**src/rtl/spi_reg_ctrl_if.sv**
```systemverilog
// SPI bus bundle between an external master and spi_reg_ctrl.
// The master modport drives the bus; the slave modport is the controller's view.
`timescale 1ns/1ps
interface spi_reg_ctrl_if;
  logic sclk;
  logic copi;
  logic ncs;
  logic cipo;

  modport master (output sclk, output copi, output ncs, input cipo);
  modport slave  (input sclk, input copi, input ncs, output cipo);
endinterface

```
**src/rtl/spi_reg_ctrl.sv**
```systemverilog
// SPI mode-0 register controller: decodes 16-bit write frames into five PWM config registers.
// Optional readback of register contents on cipo is enabled by defining SPI_READBACK_EN.
`timescale 1ns/1ps
module spi_reg_ctrl #(
  parameter int SYNC_STAGES = 2,
  parameter int MAX_ADDR    = 4
) (
  input  logic           clk,
  input  logic           rst_n,
  spi_reg_ctrl_if.slave  spi,
  output logic [7:0]     en_reg_out_7_0,
  output logic [7:0]     en_reg_out_15_8,
  output logic [7:0]     en_reg_pwm_7_0,
  output logic [7:0]     en_reg_pwm_15_8,
  output logic [7:0]     pwm_duty_cycle,
  output logic           wr_pulse
);

  localparam int         NUM_REGS = 5;
  localparam logic [6:0] MAX_A    = 7'(MAX_ADDR);
  localparam logic [4:0] CNT_SAT  = 5'd17;

  typedef enum logic [1:0] {
    IDLE,
    SHIFT,
    COMMIT
  } state_e;

  // NOTE: synchronizer and edge flops are deliberately not reset; they keep tracking
  // the pins during reset so a frame already in flight cannot fake an ncs fall on release.
  logic [SYNC_STAGES-1:0] sclk_sync_q, copi_sync_q, ncs_sync_q;
  logic                   sclk_prev_q, ncs_prev_q;
  logic                   sclk_s, copi_s, ncs_s;
  logic                   sclk_rise, ncs_fall, ncs_rise;

  assign sclk_s = sclk_sync_q[SYNC_STAGES-1];
  assign copi_s = copi_sync_q[SYNC_STAGES-1];
  assign ncs_s  = ncs_sync_q[SYNC_STAGES-1];

  // NOTE: sequential state uses <= so every flop samples the pre-edge values of the others.
  always_ff @(posedge clk) begin
    sclk_sync_q <= {sclk_sync_q[SYNC_STAGES-2:0], spi.sclk};
    copi_sync_q <= {copi_sync_q[SYNC_STAGES-2:0], spi.copi};
    ncs_sync_q  <= {ncs_sync_q[SYNC_STAGES-2:0], spi.ncs};
    sclk_prev_q <= sclk_s;
    ncs_prev_q  <= ncs_s;
  end

  assign sclk_rise = sclk_s & ~sclk_prev_q;
  assign ncs_fall  = ~ncs_s & ncs_prev_q;
  assign ncs_rise  = ncs_s & ~ncs_prev_q;

  state_e      state_q, state_d;
  logic [4:0]  cnt_q, cnt_d;
  logic [15:0] shift_q, shift_d;
  logic [7:0]  regs_q [NUM_REGS];
  logic        wr_pulse_q;
  logic        clr_cnt, shift_en, commit_en, frame_ok;

  assign frame_ok = (cnt_q == 5'd16) && shift_q[15] && (shift_q[14:8] <= MAX_A);

  always_ff @(posedge clk) begin
    if (!rst_n) state_q <= IDLE;
    else        state_q <= state_d;
  end

  // NOTE: every combinational output gets a default first, so no path can infer a latch.
  always_comb begin
    state_d = state_q;
    case (state_q)
      IDLE:    if (ncs_fall) state_d = SHIFT;
      SHIFT:   if (ncs_rise) state_d = frame_ok ? COMMIT : IDLE;
      COMMIT:  state_d = IDLE;
      default: state_d = IDLE;
    endcase
  end

  always_comb begin
    clr_cnt   = 1'b0;
    shift_en  = 1'b0;
    commit_en = 1'b0;
    case (state_q)
      IDLE:    clr_cnt   = 1'b1;
      SHIFT:   shift_en  = sclk_rise & ~ncs_s;
      COMMIT:  commit_en = 1'b1;
      default: ;
    endcase
  end

  always_comb begin
    cnt_d   = cnt_q;
    shift_d = shift_q;
    if (clr_cnt) begin
      cnt_d = '0;
    end else if (shift_en) begin
      shift_d = {shift_q[14:0], copi_s};
      if (cnt_q != CNT_SAT) cnt_d = cnt_q + 5'd1;
    end
  end

  always_ff @(posedge clk) begin
    if (!rst_n) begin
      cnt_q   <= '0;
      shift_q <= '0;
    end else begin
      cnt_q   <= cnt_d;
      shift_q <= shift_d;
    end
  end

  // Addresses above the last physical register but within MAX_ADDR still pulse, but store nothing.
  always_ff @(posedge clk) begin
    if (!rst_n) begin
      wr_pulse_q <= 1'b0;
      for (int i = 0; i < NUM_REGS; i++) regs_q[i] <= '0;
    end else begin
      wr_pulse_q <= commit_en;
      if (commit_en) begin
        for (int i = 0; i < NUM_REGS; i++) begin
          if (shift_q[14:8] == 7'(i)) regs_q[i] <= shift_q[7:0];
        end
      end
    end
  end

  assign en_reg_out_7_0  = regs_q[0];
  assign en_reg_out_15_8 = regs_q[1];
  assign en_reg_pwm_7_0  = regs_q[2];
  assign en_reg_pwm_15_8 = regs_q[3];
  assign pwm_duty_cycle  = regs_q[4];
  assign wr_pulse        = wr_pulse_q;

`ifdef SPI_READBACK_EN
  logic       sclk_fall;
  logic [7:0] rd_hdr;
  logic [7:0] rd_val;
  logic [7:0] out_q, out_d;

  assign sclk_fall = ~sclk_s & sclk_prev_q;
  // Header byte as it will stand once the 8th bit (address LSB) lands.
  assign rd_hdr    = {shift_q[6:0], copi_s};

  always_comb begin
    rd_val = '0;
    for (int i = 0; i < NUM_REGS; i++) begin
      if (rd_hdr[6:0] == 7'(i)) rd_val = regs_q[i];
    end
  end

  always_comb begin
    out_d = out_q;
    if (ncs_rise) begin
      out_d = '0;
    end else if (shift_en && (cnt_q == 5'd7)) begin
      out_d = (!rd_hdr[7] && (rd_hdr[6:0] <= MAX_A)) ? rd_val : 8'h00;
    end else if ((state_q == SHIFT) && sclk_fall && !ncs_s) begin
      out_d = {out_q[6:0], 1'b0};
    end
  end

  always_ff @(posedge clk) begin
    if (!rst_n) out_q <= '0;
    else        out_q <= out_d;
  end

  assign spi.cipo = out_q[7];
`else
  assign spi.cipo = 1'b0;
`endif

endmodule
```
**src/flat_wrapper.sv**
```systemverilog
// flat-port wrapper written by rule: the top's interface ports become plain ports
module spi_reg_ctrl_flat 
#(
  parameter int SYNC_STAGES = 2,
  parameter int MAX_ADDR    = 4
)
  (clk, rst_n, en_reg_out_7_0, en_reg_out_15_8, en_reg_pwm_7_0, en_reg_pwm_15_8, pwm_duty_cycle, wr_pulse, spi_sclk, spi_copi, spi_ncs, spi_cipo);
  spi_reg_ctrl_if spi_i ();
  input  logic clk;
  input  logic rst_n;
  output logic [7:0] en_reg_out_7_0;
  output logic [7:0] en_reg_out_15_8;
  output logic [7:0] en_reg_pwm_7_0;
  output logic [7:0] en_reg_pwm_15_8;
  output logic [7:0] pwm_duty_cycle;
  output logic wr_pulse;
  input wire logic [$bits(spi_i.sclk)-1:0] spi_sclk;
  input wire logic [$bits(spi_i.copi)-1:0] spi_copi;
  input wire logic [$bits(spi_i.ncs)-1:0] spi_ncs;
  output wire logic [$bits(spi_i.cipo)-1:0] spi_cipo;
  assign spi_i.sclk = spi_sclk;
  assign spi_i.copi = spi_copi;
  assign spi_i.ncs = spi_ncs;
  assign spi_cipo = spi_i.cipo;
  spi_reg_ctrl #(.SYNC_STAGES(SYNC_STAGES), .MAX_ADDR(MAX_ADDR)) u_core (.clk(clk), .rst_n(rst_n), .spi(spi_i), .en_reg_out_7_0(en_reg_out_7_0), .en_reg_out_15_8(en_reg_out_15_8), .en_reg_pwm_7_0(en_reg_pwm_7_0), .en_reg_pwm_15_8(en_reg_pwm_15_8), .pwm_duty_cycle(pwm_duty_cycle), .wr_pulse(wr_pulse));
endmodule
```
**config.mk**
```make
export PLATFORM = sky130hd
export DESIGN_NAME = spi_reg_ctrl_flat
export DESIGN_NICKNAME = d
export VERILOG_FILES = /design/src/rtl/spi_reg_ctrl_if.sv /design/src/rtl/spi_reg_ctrl.sv /design/src/flat_wrapper.sv
export SDC_FILE = /design/constraint.sdc
export NUM_CORES = 1
export LEC_CHECK = 0
export BUFFER_PORTS_ARGS = -buffer_cell sky130_fd_sc_hd__buf_2
export CAP_MARGIN = 20
export CORE_MARGIN = 4
export CORE_UTILIZATION = 54
export CTS_CLUSTER_SIZE = 8
export DETAILED_ROUTE_END_ITERATION = 10
export PLACE_DENSITY = 0.84
export SLEW_MARGIN = 20
export SYNTH_ARGS = -nofsm -noshare
export SYNTH_HDL_FRONTEND = slang
export SYNTH_SLANG_ARGS = --single-unit
```
**constraint.sdc**
```tcl
create_clock -name clk -period 2.5 [get_ports clk]
set_input_delay 0.125 -clock clk [delete_from_list [all_inputs] [get_ports clk]]
set_output_delay 0.125 -clock clk [all_outputs]
set_load 0.005 [all_outputs]
```
======== Word-level counts from Yosys, hierarchy flattened ========
Memory sizes are Yosys's and may differ from the RTL's.
Cells that the tools add are included.
storage, ports and cells
  flip-flop bits (word level) ............. 32
  RAM bits ................................ 40
  input port bits ......................... 5
  output and inout port bits .............. 42
  logic and storage cells ................. 77
  memories kept ........................... 1
memory list
  name           depth  bits a word  rd ports  clocked after Yosys merged registers in  write ports  line                source
  u_core.regs_q  5      8            5         0                                        5            spi_reg_ctrl.sv:56  logic [7:0] regs_q [NUM_REGS];
operators by class
  add/subtract/negate cells ............... 1
  $lt $le $gt $ge ......................... 1
  equal/unequal tests ..................... 10
  mux-type cells .......................... 33
  bitwise logic cells ..................... 14
  reduce and logical (&&, ||, !) cells .... 8
operators by type and width
  cell                                                                     number
  8-bit two-way mux                                                        5
  1-bit two-way mux                                                        24
  7-bit by 2-bit == test with 1-bit output, second input constant          2
  7-bit by 1-bit == test with 1-bit output, second input constant          1
  7-bit by 3-bit == test with 1-bit output, second input constant          1
  7-bit by 3-bit <= comparator with 1-bit output, second input constant    1
  7-bit logical NOT                                                        1
  2-bit two-way mux                                                        3
  2-bit AND reduction                                                      3
  5-bit by 1-bit adder with 5-bit output, second input constant            1
  5-bit == test, second input constant                                     1
  5-bit inequality test, second input constant                             1
  1-bit NOT                                                                5
  1-bit OR                                                                 5
  1-bit AND                                                                4
  2-bit by 1-bit inequality test with 1-bit output, second input constant  2
  2-bit case mux with 2 select lines                                       1
  2-bit by 1-bit == test with 1-bit output, second input constant          1
  2-bit == test, second input constant                                     1
  1-bit logical AND                                                        2
  2-bit logical NOT                                                        1
  2-bit OR reduction                                                       1

======== Logic depth before layout (Yosys ltp) ========
  depth after elaboration ................. 6
  mapped depth ............................ 5

======== Least setup slack after synthesis ========
OpenSTA, ideal clock, no wires.
  kind .................................... flip-flop to flip-flop
  from .................................... reg u_core.shift_q[14]
  to ...................................... mem u_core.regs_q[0][0], enable pin
  library setup time ...................... 0.387 ns
  data arrival time ....................... 1.619 ns
  data required time ...................... 2.113 ns
  setup slack ............................. 0.494 ns
  cell stages (with the launch flop) ...... 4
  buffers on the path ..................... 0
  clock period less this slack ............ 2.006 ns
  cells stage by stage .................... dfxtp_1 -> nor4_1 -> nand3b_1 -> o31ai_1
RTL lines
  what                    line                 source
  start, declared         spi_reg_ctrl.sv:55   logic [15:0] shift_q, shift_d;
  start signal, assigned  spi_reg_ctrl.sv:107  shift_q <= shift_d;
  end, declared           spi_reg_ctrl.sv:56

==> out/qor.csv <==
stage,metric,value,unit
critical_path,slowest_delay,550,ps
clock_tree,cts_setup_buffers,0,
timing,fmax,0.529,GHz
timing,tns,0,ps
critical_path,crit_path_max_fanout,8,
global_routing,grt-ovfl-total,0,
routing,drt-total-wl,4.91,mm
pwr,pwr-share-clk,0.354,
global_routing,grt_pass1_vias,1705,
clock_tree,clkLatencyLatePin,340,ps
pwr,p_seq_frac,0.608,
cells_and_area,syn2layout_area_growth,19.8,%
yosys,synth-seq-cells,72,
timing,max_slew_margin,0.604,
critical_path,arrival,1930,ps
routing,drtPass1Iterations,5,
timing,clock-skew-final,8.08,ps
routing,drt_iter0_markers,117,
job,maxCapViolCount,0,
yosys,syn_area,2540,um^2
timing,timing.final.crit_period,1890,ps
cells_and_area,final_nets,256,
pwr,p_switching,0.000465,W
timing,finalSetupViolCount,0,
hold_path,min_path_cells,3,
die,dieWidth,76.6,um
pwr,p_sw_frac,0.217,
critical_path,path_buf_inv,1,
yosys,yosysUniqueCellTypes,36,
placed_design,numPortBuffers,45,
critical_path,cp-end-kind,flip-flop,
timing,hold_viol_final,0,
global_routing,grt_pass1_wl,8.13,mm
cells_and_area,utilization,0.684,
timing,worst_slew_pin_slew,588,ps
die,die_h,76.6,um
clock_tree,clk_pin_slew,70,ps
clock_tree,cts_root_buf,clkbuf_8,
critical_path,rr_worst_depth,4,
critical_path,crit_required,2540,ps
global_routing,grt.total_usage,0.180,
yosys,synth_flop_cell,edfxtp_1,
routing,drcViolationCount,0,
clock_tree,cts_sinks,72,
yosys,syn_avg_cell_area,13.3,um^2
critical_path,cp.depth,4,
timing,fin_crit_sh,0.756,
cells_and_area,fin_cells,305,
global_routing,grt_start_max_net_pins,25,
global_routing,antenna_found_initial,0,
die,io_pins,47,
hold_path,worstHoldPathType,input pin to flip-flop,
die,initial_core_util,0.571,
yosys,yosysSeqAreaShare,0.726,
cells_and_area,drive_gt1_frac,0.277,
yosys,syn-num-nets,199,
clock_tree,cts_tree,done,
yosys,ys_warn_count,0,
pwr,power.internal,0.00168,W
routing,ant_nets,0,
timing,rsz0062_at_grt,no,
placed_design,place_congestion,0.820,
status,status,"complete, no violations",
placed_design,pre_cts_slack,651,ps
pwr,ir_worst_vdd,0.000461,V
yosys,syn_inst,191,
critical_path,worstPathCellList,"nor4_1, nand3b_1, o31ai_1, buf_4",
placed_design,detailed_place_hpwl,3.46,mm
cells_and_area,fill_cells,327,
clock_tree,cts_buffers,9,
critical_path,critPathKind,flip-flop to flip-flop,
pwr,power,0.00214,W
timing,setup_ws,610,ps
pwr,power_leakage,1.09,nW
routing,avgRoutedWirePerCell,16.1,um
die,core,4440,um^2
pwr,p_comb_frac,0.039,
placed_design,dpl.cell_count,286,
pwr,p_per_area,705,nW/um^2
die,dieArea,5860,um^2
clock_tree,cts_max_level,3,
routing,vias_per_cell,5.51,
critical_path,cp_top_family,simple AND/OR/NAND/NOR gates,
yosys,async_flop_share,0,
critical_path,startpoint_type,flip-flop,
yosys,synth_edf_count,40,
cells_and_area,n_antenna_cell,0,
die,fp-row-count,24,
routing,vias,1682,
critical_path,crit_path_top_delay_cell,nor4_1,
timing,drv_slew,0,
clock_tree,cts_max_path_buffers,2,
-- area by class of cell --
type / instances / area, um^2 / share of cell area
clock inverter: 6 / 36.3 / 0.0119
multi-input combinational: 106 / 646 / 0.212
inverter: 4 / 15.0 / 0.00494
sequential: 72 / 1840 / 0.606
tap: 52 / 65.1 / 0.0214
timing repair buffer: 55 / 308 / 0.101
clock buffer: 10 / 128 / 0.0420
-- routing by layer --
metal  vias to the layer above  global-route usage  part of all wire
li1                        820                   -                 -
met1                       795               0.204              0.41
met2                        58               0.301              0.51
met3                         9              0.0674             0.066
met4                         0              0.0851             0.014
met5                         -                   0                 0
-- power groups by stage --
stage / clock, W / sequential [W] / combinational, W
global route: 0.000838 / 0.00130 / 0.0000912
floorplan: 0 / 0.00133 / 0.0000244
global placement: 0 / 0.00133 / 0.0000768
finish: 0.000757 / 0.00130 / 0.0000832
CTS: 0.000781 / 0.00130 / 0.0000843
detailed placement: 0 / 0.00133 / 0.0000801
-- path summary, 6_finish.rpt --
| path | startpoint | endpoint | slack (ps) |
|---|---|---|---|
| max | u_core.shift_q[14] | u_core.regs_q[0][6] | 610 |
| min | rst_n | u_core.state_q[0] | 160 |
| max reg2reg | u_core.shift_q[14] | u_core.regs_q[0][6] | 610 |
| min reg2reg | u_core.copi_sync_q[0] | u_core.copi_sync_q[1] | 330 |
-- tightest hold or removal path: stages --
cell and delay, ps:
buf_2 160, nand2b_1 110, a21oi_1 50
-- registers in the layout, summed over array words and instances, names as in the netlist, 2 cells and up --
signal and count:
u_core.ncs_sync_q 2, u_core.shift_q 16, u_core.state_q 2, u_core.sclk_sync_q 2, u_core.regs_q 40, u_core.cnt_q 5, u_core.copi_sync_q 2
-- cell usage after synthesis, drive strengths merged (2+ instances only) --
cell type	n	share of area
o31ai	3	0.0089
buf	4	0.0089
edfxtp	40	0.47
mux2i	2	0.0079
o21ai	21	0.041
and2	8	0.020
dfxtp	32	0.25
inv	3	0.0044
a21oi	19	0.037
nand2	7	0.010
or4	2	0.0059
nand4bb	2	0.0089
nand2b	4	0.0099
nor3b	2	0.0059
nand3	18	0.036
ha	3	0.015
clkbuf	5	0.0074
-- cells in the final DEF (no fill, tap or decap), types with 2 or more instances in the layout --
cell type      instances
buf_2                 45
edfxtp_1              40
dfxtp_1               32
a21oi_1               19
o21ai_0               18
nand3_1               18
clkbuf_8               9
and2_1                 8
nand2_1                7
buf_4                  7
nand2b_1               4
o21ai_1                3
o31ai_1                3
ha_1                   3
clkinvlp_4             3
dlygate4sd3_1          3
inv_1                  2
clkinv_1               2
nand4bb_1              2
or4_1                  2
nor3b_1                2
mux2i_1                2
clkinv_2               2
-- repair_timing --
item,CTS,global route
hold buffers,3,0
resized for setup,0,0
hold endpoints to repair,3,0
-- metrics by stage --
stage	instance area [um^2]	hold WS [ps]
CTS	3040	132
global placement	2850	229
finish	3040	161
detailed placement	2850	230
floorplan	2540	153
global route	3040	157
-- cells by family (layout without fill, tap and decap cells) --
| kind of cell | Yosys count | in the layout | synth area share |
|---|---|---|---|
| multiplexers | 2 | 2 | 0.00789 |
| adder cells (fa/ha/maj) | 3 | 3 | 0.0148 |
| flip-flops | 72 | 72 | 0.726 |
| other | 1 | 1 | 0.00148 |
| AND/OR/NAND/NOR | 52 | 52 | 0.121 |
| AO/OA/AOI/OAI | 48 | 48 | 0.107 |
| buffers and inverters | 13 | 75 | 0.0222 |
Power figures use the tool's default switching activity.
